### src/rtl/ram_burst_reader.sv
// ram_burst_reader
//   Read initiator for one port of a synchronous RAM with a 1-cycle registered
//   read and no read enable. Accepts a burst command (start address, word
//   count), issues sequential reads and delivers the words as a valid/ready
//   stream with full backpressure.
//
//   Ports
//     clk, rst              single clock, synchronous active-high reset
//     cmd_valid/cmd_ready   burst command handshake (cmd_ready = idle)
//     cmd_addr, cmd_len     first word address, word count (0 = no-op)
//     ram_addr              RAM read address (held when no read issues)
//     ram_wr, ram_din       RAM write port, tied off (read-only initiator)
//     ram_qout              RAM registered read data
//     m_data/m_valid/m_ready/m_last   output stream
//     busy                  command accepted, last word not yet accepted
//     done                  one-cycle pulse after the last word is accepted
//
//   The output side is a 2-entry buffer plus a bypass: when the buffer is
//   empty, the word arriving on ram_qout is presented directly, so data can
//   appear the cycle after the read is issued. A word that is presented but
//   not accepted is pushed into the buffer, which keeps m_data stable.
//   A read issues only while buffered words + the in-flight read stay within
//   the 2 entries (counting the word being accepted this cycle as freed).

module ram_burst_reader #(
  parameter int DW    = 8,
  parameter int WORDS = 256,
  parameter int AW    = $clog2(WORDS),
  parameter int LW    = $clog2(WORDS) + 1
) (
  input  logic          clk,
  input  logic          rst,
  input  logic          cmd_valid,
  output logic          cmd_ready,
  input  logic [AW-1:0] cmd_addr,
  input  logic [LW-1:0] cmd_len,
  output logic [AW-1:0] ram_addr,
  output logic          ram_wr,
  output logic [DW-1:0] ram_din,
  input  logic [DW-1:0] ram_qout,
  output logic [DW-1:0] m_data,
  output logic          m_valid,
  input  logic          m_ready,
  output logic          m_last,
  output logic          busy,
  output logic          done
);

  typedef enum logic [1:0] {IDLE, ISSUE, DRAIN} state_t;

  state_t state, state_next;

  logic [AW-1:0] addr_q;      // address of the next read to issue
  logic [LW-1:0] remaining;   // reads still to issue
  logic          pend;        // a read was issued last cycle; ram_qout is ours
  logic          pend_last;   // ...and it is the final word of the burst
  logic [DW-1:0] buf_data [2];
  logic [1:0]    buf_last;
  logic [1:0]    count;       // buffered words, entry 0 is the head
  logic          done_q;

  logic          hs;
  logic          issue;
  logic          accept;
  logic          push;
  logic          pop;
  logic          wr_idx;
  logic [2:0]    occ;
  logic [2:0]    cap;
  logic          credit_ok;

  // Read-only port: write side tied off.
  assign ram_wr   = 1'b0;
  assign ram_din  = '0;
  assign ram_addr = addr_q;

  assign cmd_ready = (state == IDLE) && !rst;
  assign busy      = (state != IDLE);
  assign done      = done_q;

  // Stream head: buffer first, else the word arriving from the RAM.
  assign m_valid = (count != 2'd0) || pend;
  assign m_data  = (count != 2'd0) ? buf_data[0] : (pend ? ram_qout : '0);
  assign m_last  = (count != 2'd0) ? buf_last[0] : (pend && pend_last);
  assign hs      = m_valid && m_ready;

  // Credit: occupancy + in-flight must stay below 2 + (word leaving now).
  assign occ       = {1'b0, count} + {2'b00, pend};
  assign cap       = 3'd2 + {2'b00, hs};
  assign credit_ok = (occ < cap);

  // The in-flight word is stored unless it leaves through the bypass.
  assign pop    = hs && (count != 2'd0);
  assign push   = pend && !(hs && (count == 2'd0));
  // Slot the pushed word lands in, after any pop has shifted the buffer.
  assign wr_idx = pop ? (count == 2'd2) : (count == 2'd1);

  always_ff @(posedge clk) begin
    if (rst) state <= IDLE;
    else     state <= state_next;
  end

  // NOTE: every signal driven here gets a default first so no path leaves it
  // unassigned, which would otherwise infer a latch.
  always_comb begin
    state_next = state;
    issue      = 1'b0;
    accept     = 1'b0;
    case (state)
      IDLE: begin
        if (cmd_valid && cmd_ready) begin
          accept = 1'b1;
          if (cmd_len != '0) state_next = ISSUE;
        end
      end
      ISSUE: begin
        if ((remaining != '0) && credit_ok) begin
          issue = 1'b1;
          if (remaining == LW'(1)) state_next = DRAIN;
        end
      end
      DRAIN: begin
        // The last word is the final one out, so its handshake means empty.
        if (hs && m_last) state_next = IDLE;
      end
      default: state_next = IDLE;
    endcase
  end

  // NOTE: state uses non-blocking assignments so every register samples the
  // pre-edge values of the others regardless of statement order.
  always_ff @(posedge clk) begin
    if (rst) begin
      addr_q    <= '0;
      remaining <= '0;
      pend      <= 1'b0;
      pend_last <= 1'b0;
      count     <= 2'd0;
      buf_last  <= 2'b00;
      done_q    <= 1'b0;
    end else begin
      done_q <= (accept && (cmd_len == '0)) || ((state == DRAIN) && hs && m_last);

      if (accept && (cmd_len != '0)) begin
        addr_q    <= cmd_addr;
        remaining <= cmd_len;
      end else if (issue) begin
        remaining <= remaining - LW'(1);
        // After the final read the address stays on the last location read.
        if (remaining != LW'(1)) addr_q <= addr_q + AW'(1);
      end

      pend      <= issue;
      pend_last <= issue && (remaining == LW'(1));

      count <= count + {1'b0, push} - {1'b0, pop};
      if (pop)  buf_last[0]      <= buf_last[1];
      if (push) buf_last[wr_idx] <= pend_last;
    end
  end

  // NOTE: buffer payload has no reset; count and the flags above decide
  // whether an entry is meaningful, and m_data is forced to 0 when empty.
  always_ff @(posedge clk) begin
    if (pop)  buf_data[0]      <= buf_data[1];
    if (push) buf_data[wr_idx] <= ram_qout;
  end

endmodule

### config.mk
export PLATFORM = sky130hd
export DESIGN_NAME = ram_burst_reader
export DESIGN_NICKNAME = d
export VERILOG_FILES = /design/src/rtl/ram_burst_reader.sv
export SDC_FILE = /design/constraint.sdc
export NUM_CORES = 1
export LEC_CHECK = 0
export ABC_AREA = 1
export BUFFER_PORTS_ARGS = -buffer_cell sky130_fd_sc_hd__buf_2
export CAP_MARGIN = 30
export CELL_PAD_IN_SITES_DETAIL_PLACEMENT = 1
export CELL_PAD_IN_SITES_GLOBAL_PLACEMENT = 2
export CORE_MARGIN = 1.5
export CORE_UTILIZATION = 32
export CTS_CLUSTER_DIAMETER = 200
export CTS_CLUSTER_SIZE = 12
export DETAILED_ROUTE_END_ITERATION = 8
export PLACE_DENSITY_LB_ADDON = 0.1
export REMOVE_ABC_BUFFERS = 1
export SYNTH_ARGS = -nofsm -noshare
export SYNTH_HDL_FRONTEND = slang
export SYNTH_SLANG_ARGS = --single-unit
### constraint.sdc
create_clock -name clk -period 2.65 [get_ports clk]
set_input_delay 0.1325 -clock clk [delete_from_list [all_inputs] [get_ports clk]]
set_output_delay 0.1325 -clock clk [all_outputs]
set_load 0.01 [all_outputs]
---- Word level (Yosys, flattened, before mapping) ----
Memories as Yosys holds them, arrays and structs flattened.
Cells that the tools add are included.
word-level totals
  word-level logic and storage cells ...... 89
  RAM bits ................................ 16
  memories ................................ 1
  bits in registers ....................... 26
  output and inout port bits .............. 30
memory list
  name      words  bits a word  rd ports  clocked after Yosys merged registers in  write ports  line  source
  buf_data  2      8            2         0                                        2            57    logic [DW-1:0] buf_data [2];
cells by class
  magnitude comparators ................... 3
  reductions and logical operators ........ 30
  equal/unequal tests ..................... 11
  add/sub/neg operators ................... 6
  muxes and demuxes ....................... 29
operators with widths
  operator                                                                  count
  8-bit 2-to-1 mux                                                          5
  9-bit 2-to-1 mux                                                          2
  9-bit nonzero test                                                        2
  1-bit logical AND                                                         15
  1-bit 2-to-1 mux                                                          14
  2-bit 2-to-1 mux                                                          5
  9-bit by 1-bit == test with 1-bit output (second input constant)          1
  9-bit logical NOT                                                         1
  9-bit by 1-bit inequality test with 1-bit output (second input constant)  1
  9-bit by 1-bit subtractor with 9-bit output (second input constant)       1
  8-bit by 1-bit adder with 8-bit output (second input constant)            1
  2-bit nonzero test                                                        4
  2-bit inequality test (second input constant)                             3
  2-bit case mux with 3 select lines                                        1
  5-bit AND reduction                                                       1
  2-bit by 1-bit == test with 1-bit output (second input constant)          2
  2-bit == test (second input constant)                                     2
  2-bit logical NOT                                                         2
  2-bit by 1-bit inequality test with 1-bit output (second input constant)  2
  2-bit by 1-bit adder with 3-bit output                                    1
  2-bit by 1-bit adder with 3-bit output (first input constant)             1
  3-bit < comparator                                                        1
  2-bit by 1-bit adder with 2-bit output                                    1
  2-bit bitwise mux                                                         1
  other kinds (7)                                                           9

---- Longest topological paths before layout ----
Gate-level depths: netlist (run 1).
  depth after elaboration ................. 11
  depth in mapped cells ................... 12
  depth with buffers taken out ............ 11

---- Worst setup path before layout (run 1) ----
No wires, ideal clock.
  path kind ............................... register -> register
  from .................................... reg pend
  to ...................................... reg count[1]
  data required time ...................... 2.526 ns
  path buffers ............................ 1
  cell stages (with the launch flop) ...... 11
  arrival ................................. 1.536 ns
  setup slack ............................. 0.990 ns
  cell sequence ........................... dfxtp_1 > buf_4 > inv_1 > a21oi_1 > inv_1 > ha_1 > inv_1 > ha_1 > xor2_1 > o21ai_0 > a21oi_1
on the way
  word-level cells in the longest chain between the ends .. 7
  elaborated cells between the ends (all ways) .. 8
  classes of those cells .................. add/sub (2); reduce/logical (6)
ends and longest elaborated chain
  item                                             line  source
  from (decl)                                      55    logic pend;
  from (signal assigned)                           153   pend <= issue;
  1-bit logical OR                                 82    assign m_valid = (count != 2'd0) || pend;
  1-bit logical AND                                85    assign hs = m_valid && m_ready;
  1-bit logical AND                                94    assign push = pend && !(hs && (count == 2'd0));
  1-bit logical NOT                                94
  1-bit logical AND                                94
  2-bit by 1-bit adder with 2-bit output           156   count <= count + {1'b0, push} - {1'b0, pop};
  2-bit by 1-bit subtractor with 2-bit output (*)  156
  to (signal assigned)                             156
  to (decl)                                        59    logic [1:0] count;
Mark *: on every way between the ends. The rest lies on a longest branch, timed or not.
A chain may end at the register's enable or synchronous reset.

---- Worst setup path in the final report (run 1) ----
  from .................................... reg count[1]
  to ...................................... reg count[1]
on the way
  word-level cells in the longest chain between the ends .. 8
  elaborated cells between the ends (all ways) .. 10
  classes of those cells .................. add/sub (2); reduce/logical (8)
ends and longest elaborated chain
  item                                             line
  2-bit nonzero test                               82, 93
  1-bit logical OR                                 82
  1-bit logical AND                                85
  1-bit logical AND                                94
  1-bit logical NOT                                94
  1-bit logical AND                                94
  2-bit by 1-bit adder with 2-bit output           156
  2-bit by 1-bit subtractor with 2-bit output (*)  156
Marks and branches as above.

==> impl_metrics.csv, run 1 <==
group,metric,value,unit
setup_path,critical_path.startpoint_type,"flop",
grt,grt_max_degree,34,
grt,grt_pass1_wl,11.4,mm
final_layout,area_delta_synth_final,15.0,%
route,drtPass1Iterations,4,
final_layout,antenna-diode-count,0,
timing,finalSetupViolCount,0,
setup_path,arrival,2.24,ns
clock_network,clock_sinks,42,
setup_path,required,2.88,ns
final_layout,post-route-util,0.380,
timing,hold_viol_final,0,
route,drc,0,
power_and_ir_drop,power_leakage,1.43,nW
placement,numPortBuffers,49,
route,num_vias,2423,
logic_synthesis,syn_area,0.00255,mm2
clock_network,clock_tree.htree_level_count,2,
clock_network,cts-resized-gates,0,
placement,gp_congestion,0.752,
flow_run,maxCapViolations,0,
floorplan,fp.dieH,92.4,um
floorplan,floorplan.initialDensity,0.331,
floorplan,die_area,0.00853,mm2
grt,grtUsageTotal,0.168,
min_path,holdCritPathClass,"in -> reg",
setup_path,worstSetupEndpointType,"flop",
logic_synthesis,synth-seq-cells,42,
route,post_dr_vias_cell,4.70,
logic_synthesis,syn-mean-instance-area,7.00,um2
logic_synthesis,dominantRegCellSynth,"sky130_fd_sc_hd__dfxtp_1",
clock_network,clockBufferDepth,2,
grt,grt_antenna_before_repair,0,
placement,dpl.hpwl,5.01,mm
timing,timing_max_transition_violations_final,0,
grt,first_global_vias,2374,
timing,max_freq,499,MHz
clock_network,clk_latency_worst_skew_pair,0.30,ns
logic_synthesis,yosys_warnings,0,
clock_network,numCtsBuffers,5,
clock_network,cts.repair_timing.setup_buffer_count,0,
timing,setup_total_negative_slack,0,ns
route,detail_route.wirelength,6.64,mm
timing,post-route-min-period,2.00,ns
route,detailedRoute.firstIterationViolations,98,
logic_synthesis,synth.yosys.seq_area_share,0.392,
placement,placement.setup.worst_slack,0.642,ns
route,per_cell_routed_wire_length,12.9,um
clock_network,tritoncts,"done",
floorplan,number_of_rows_in_the_core_area,32,
floorplan,core_region_area,0.00773,mm2
power_and_ir_drop,fin_total_pwr,3.20,mW
floorplan,ioPinCount,59,
final_layout,multi_input_comb_area,0.00130,mm2
final_layout,post_route_cells_drive_above_1_share,0.176,
clock_network,clk_pin_slew_worst_paths,0.10,ns
route,drtAntennaViolNets,0,
clock_network,ctsRootBufferMaster,"sky130_fd_sc_hd__clkbuf_8",
setup_path,worst-path-max-fanout,13,
timing,grt_setup_unrepaired,"false",
logic_synthesis,number_of_enable_flip_flop_cells_after_synthesis,16,
status,status,"finished clean",
final_layout,number_of_fill_cells,1015,
timing,finClkSkew,0.00943,ns
floorplan,die-width,92.4,um
power_and_ir_drop,worst_ir_drop_vdd,422,uV
power_and_ir_drop,pwr_density_cell,1090,mW/mm2
timing,worst_slack,0.647,ns
logic_synthesis,ys_types,30,
clock_network,ctsHoldBuffers,0,
logic_synthesis,asyncSetResetFlopFracSynth,0,
final_layout,layout.nets,449,
final_layout,layout.area.seq,0.00100,mm2
logic_synthesis,post_synth_inst_count,365,
setup_path,worst-setup-path-type,"reg -> reg",
grt,grt_overflow_total,0,
timing,final.period_utilization,0.756,
power by group:
part           total [mW]  switching [mW]  internal, mW  leakage, nW
logic                1.72            1.11         0.609         1.03
registers            1.03           0.160         0.873        0.359
clock network       0.442           0.254         0.189       0.0408
total                3.20            1.52          1.67         1.43
cells by family (layout without fill, tap and decap cells):
| group | count (synthesis) | count (layout) | synth area share |
|---|---|---|---|
| AO/OA/AOI/OAI | 37 | 37 | 0.0735 |
| buffers and inverters | 57 | 98 | 0.110 |
| XOR/XNOR | 6 | 6 | 0.0206 |
| other | 1 | 9 | 0.00147 |
| adder cells (fa/ha/maj) | 7 | 7 | 0.0343 |
| flip-flops | 42 | 42 | 0.392 |
| AND/OR/NAND/NOR | 215 | 215 | 0.369 |
registers in the layout (all words and copies together), names as in the netlist:
register / cells
buf_data: 16
remaining: 9
ram_addr: 8
buf_last: 2
count: 2
state: 2
done: 1
pend: 1
pend_last: 1
worst paths after layout:
| kind | startpoint | endpoint | slack [ns] | cells after the start |
|---|---|---|---|---|
| max | count[1]$_SDFF_PP0_ | count[1]$_SDFF_PP0_ | 0.65 | 9 |
| min | ram_qout[4] | buf_data[1][4]$_DFFE_PP_ | 0.04 | 1 |
| max reg2reg | count[1]$_SDFF_PP0_ | count[1]$_SDFF_PP0_ | 0.65 | 9 |
| min reg2reg | remaining[1]$_SDFFE_PP0P_ | remaining[1]$_SDFFE_PP0P_ | 0.49 | 2 |
final cells by class:
| class | count | share of cell area |
|---|---|---|
| clock buffers | 5 | 0.0234 |
| clock inverters | 3 | 0.00809 |
| inverters | 37 | 0.0473 |
| multi-input cells | 274 | 0.444 |
| flip-flops and latches | 42 | 0.341 |
| well taps | 102 | 0.0434 |
| repair buffers | 53 | 0.0937 |
metal layers:
metal / vias up / part of all wire / track usage
li1: 1250 / - / -
met1: 1119 / 0.49 / 0.231
met2: 49 / 0.46 / 0.274
met3: 5 / 0.039 / 0.0246
met4: 0 / 0.011 / 0.0462
met5: - / 0 / 0
cell usage after synthesis (2+ instances only):
master,count,area (um2)
sky130_fd_sc_hd__inv_2,3,11.3
sky130_fd_sc_hd__a21oi_1,16,80.1
sky130_fd_sc_hd__nand3_1,47,235
sky130_fd_sc_hd__nor2_1,40,150
sky130_fd_sc_hd__nand2_4,2,22.5
sky130_fd_sc_hd__nor3_1,2,10.0
sky130_fd_sc_hd__dfxtp_1,26,521
sky130_fd_sc_hd__o21ai_1,8,40.0
sky130_fd_sc_hd__ha_1,7,87.6
sky130_fd_sc_hd__nand2_1,110,413
sky130_fd_sc_hd__buf_4,12,90.1
sky130_fd_sc_hd__xor2_1,6,52.6
sky130_fd_sc_hd__nand2_2,3,18.8
sky130_fd_sc_hd__edfxtp_1,16,480
sky130_fd_sc_hd__o21ai_0,12,60.1
sky130_fd_sc_hd__nand3b_1,2,15.0
sky130_fd_sc_hd__inv_1,33,124
sky130_fd_sc_hd__nand4_1,3,18.8
sky130_fd_sc_hd__buf_6,2,22.5
sky130_fd_sc_hd__buf_2,5,25.0
placed cells by master (no fill, tap or decap), types with 4 or more instances in the layout:
master,synthesis,layout
sky130_fd_sc_hd__nor2_1,40,40
sky130_fd_sc_hd__dfxtp_1,26,26
sky130_fd_sc_hd__buf_2,5,49
sky130_fd_sc_hd__nand3_1,47,47
sky130_fd_sc_hd__clkbuf_8,0,5
sky130_fd_sc_hd__nand2_1,110,110
sky130_fd_sc_hd__a21oi_1,16,16
sky130_fd_sc_hd__xor2_1,6,6
sky130_fd_sc_hd__inv_1,33,33
sky130_fd_sc_hd__ha_1,7,7
sky130_fd_sc_hd__buf_4,12,4
sky130_fd_sc_hd__edfxtp_1,16,16
sky130_fd_sc_hd__o21ai_1,8,8
sky130_fd_sc_hd__conb_1,1,9
sky130_fd_sc_hd__o21ai_0,12,12
critical path, stage by stage, from the launching register on:
cell,delay [ns]
sky130_fd_sc_hd__dfxtp_1,0.37
sky130_fd_sc_hd__nor2_2,0.42
sky130_fd_sc_hd__a21oi_1,0.18
sky130_fd_sc_hd__inv_1,0.11
sky130_fd_sc_hd__ha_1,0.23
sky130_fd_sc_hd__inv_1,0.05
sky130_fd_sc_hd__ha_1,0.14
sky130_fd_sc_hd__xor2_1,0.20
sky130_fd_sc_hd__o21ai_0,0.10
sky130_fd_sc_hd__a21oi_1,0.13
per-stage QoR:
stage	instance area [um2]	cells	hold slack, ns
finish	2940	516	0.0394
global route	2940	516	0.0288
CTS	2940	516	0.0276
detailed placement	2850	508	0.350
global placement	2850	508	0.349
floorplan	2440	353	0.202
No activity file was read; power rests on OpenSTA's default activity.
==> run 2: changes to the inputs <==
- CORE_UTILIZATION: 32 -> 26
- clock period: 2.65 -> 1.71 ns (I/O delays scaled with it)
==> run 2 against run 1 <==
Against the previous run:
- largest cell class unchanged
- final cell count up 12%
- hold slack improved by 0.073 ns
- critical path type unchanged
- register-to-register slack worse by 0.57 ns
==> impl_metrics.csv, run 2 (synthesized netlist as in run 1, its figures left out) <==
group,metric,value,unit
status,status,"finished clean",
clock_network,tritoncts,"done",
placement,gp_congestion,0.741,
final_layout,largest_register_ffs,16,
grt,grt_overflow_total,0,
placement,numPortBuffers,49,
final_layout,layout.cells.most_common_list,"sky130_fd_sc_hd__nand2_1, sky130_fd_sc_hd__buf_2, sky130_fd_sc_hd__nand3_1",
setup_path,critPathSlowestCell,"sky130_fd_sc_hd__dfxtp_4",
final_layout,number_of_fill_cells,1205,
final_layout,final_common_cell,"sky130_fd_sc_hd__nand2_1",
final_layout,area_delta_synth_final,31.6,%
grt,grt_pass1_wl,11.8,mm
setup_path,required,1.91,ns
setup_path,cpPeakStageDelay,0.39,ns
floorplan,die_area,0.0104,mm2
timing,finalSetupViolCount,0,
power_and_ir_drop,power_leakage,1.60,nW
setup_path,arrival,1.83,ns
final_layout,stdcell_area,0.00336,mm2
placement,dpl.hpwl,5.56,mm
final_layout,multi_input_comb_area,0.00140,mm2
floorplan,fp.dieH,102,um
route,num_vias,2524,
route,detailedRoute.firstIterationViolations,60,
setup_path,worstSetupEndpointType,"flop",
floorplan,core_region_area,0.00937,mm2
floorplan,ioPinCount,59,
placement,detailed_place.area,0.00304,mm2
setup_path,worst-setup-path-type,"reg -> reg",
setup_path,critical_path.startpoint_type,"flop",
grt,grtUsageTotal,0.145,
final_layout,regMostFlops,"buf_data",
clock_network,clock_tree.htree_level_count,2,
power_and_ir_drop,pwr_density_cell,1680,mW/mm2
setup_path,path_cells,"nor2_4 > a21oi_2 > inv_1 > ha_1 > inv_1 > ha_4 > xor2_2 > o21ai_0 > a21oi_1",
floorplan,die-width,102,um
power_and_ir_drop,worst_ir_drop_vdd,503,uV
floorplan,floorplan.initialDensity,0.273,
clock_network,clk_latency_worst_skew_pair,0.31,ns
final_layout,layout.nets,483,
route,drtPass1Iterations,4,
final_layout,layout.area.seq,0.00101,mm2
setup_path,worst-path-max-fanout,4,
route,post_dr_vias_cell,4.37,
final_layout,post-route-util,0.359,
clock_network,numCtsBuffers,5,
min_path,holdCritPathClass,"in -> reg",
route,drtAntennaViolNets,0,
timing,final.period_utilization,0.955,
clock_network,ctsRootBufferMaster,"sky130_fd_sc_hd__clkbuf_8",
setup_path,worst_path_most_repeated_cell,"sky130_fd_sc_hd__inv_1",
grt,grt_antenna_before_repair,0,
clock_network,clk_pin_slew_worst_paths,0.09,ns
floorplan,number_of_rows_in_the_core_area,35,
final_layout,post_route_cells_drive_above_1_share,0.266,
timing,timing_max_transition_violations_final,0,
final_layout,antenna-diode-count,0,
timing,finClkSkew,0.0104,ns
flow_run,maxCapViolations,0,
grt,first_global_vias,2562,
timing,max_freq,612,MHz
timing,post-route-min-period,1.63,ns
route,drc,0,
route,detail_route.wirelength,7.29,mm
timing,grt_setup_unrepaired,"true",
route,per_cell_routed_wire_length,12.6,um
clock_network,clockBufferDepth,2,
timing,hold_viol_final,0,
grt,grt_max_degree,18,
clock_network,clock_sinks,42,
==> run 2: cell types whose count changed in the layout (fill, tap and decap cells not counted), moves of 3 or more <==
cell / delta
sky130_fd_sc_hd__buf_4: +24
sky130_fd_sc_hd__dfxtp_1: -4
sky130_fd_sc_hd__dlygate4sd3_1: +8
sky130_fd_sc_hd__ha_1: -4
sky130_fd_sc_hd__ha_4: +3
sky130_fd_sc_hd__nand2_1: -3
sky130_fd_sc_hd__nor2_1: -3
==> run 2: layer usage <==
layer  GRT usage  routed length, um  vias to the layer above
met2       0.265               3610                       41
li1            -                  -                     1317
met4      0.0253                 50                        0
met3      0.0301                238                        4
met5           0                  0                        -
met1       0.178               3390                     1162
==> run 2: final timing paths <==
path                              from                endpoint  slack [ns]  depth (start not counted)
setup / recovery   count[1]$_SDFF_PP0_     count[1]$_SDFF_PP0_        0.08                          9
hold / removal              cmd_len[8]         done$_SDFF_PP0_        0.11                          4
setup reg to reg   count[1]$_SDFF_PP0_     count[1]$_SDFF_PP0_        0.08                          9
hold reg to reg   pend_last$_SDFF_PP0_  buf_last[0]$_SDFF_PP0_        0.47                          2
==> run 2: cell type report <==
class	instances	area share
multi-input cells	274	0.416
flip-flops and latches	42	0.301
repair buffers	87	0.166
well taps	129	0.0480
inverters	37	0.0413
clock buffers	5	0.0205
clock inverters	3	0.00744
==> run 2: per-stage QoR <==
step / instances / TNS (ns) / setup slack (ns) / hold WS (ns) / power (mW)
after detailed placement: 556 / 0 / 0.0177 / 0.297 / 4.72
after global placement: 556 / 0 / 0.0672 / 0.297 / 4.67
after floorplan: 353 / -1.52 / -0.175 / 0.155 / 3.48
after global routing: 577 / -0.0726 / -0.0566 / 0.163 / 6.24
final: 577 / 0 / 0.0773 / 0.113 / 5.66
after CTS: 573 / 0 / 0.0353 / 0.121 / 5.49
==> run 2: power by group <==
group | switching (mW) | leakage (nW) | internal [mW] | total, mW
clock | 0.411 | 0.0447 | 0.296 | 0.706
sequential | 0.239 | 0.361 | 1.37 | 1.61
combinational | 1.98 | 1.19 | 1.36 | 3.34
total | 2.63 | 1.60 | 3.03 | 5.66
==> run 2: critical path, delay by kind of cell (launching register included) <==
kind,cells,cell delay (ns)
adders and majority gates,2,0.44
DFF,1,0.39
AOI/OAI and AO/OA,3,0.33
xor gates and xnor gates,1,0.17
buffers and inverters,2,0.14
and+or+nand+nor,1,0.06
==> run 2: what timing repair did <==
| action | 4_1_cts | 5_1_grt |
|---|---|---|
| hold buffers | 8 | 0 |
| setup endpoints to repair | 2 | 18 |
| pin swaps | 1 | 7 |
| resized for setup | 1 | 28 |
| buffers inserted | 1 | 4 |
| hold endpoints to repair | 8 | 0 |
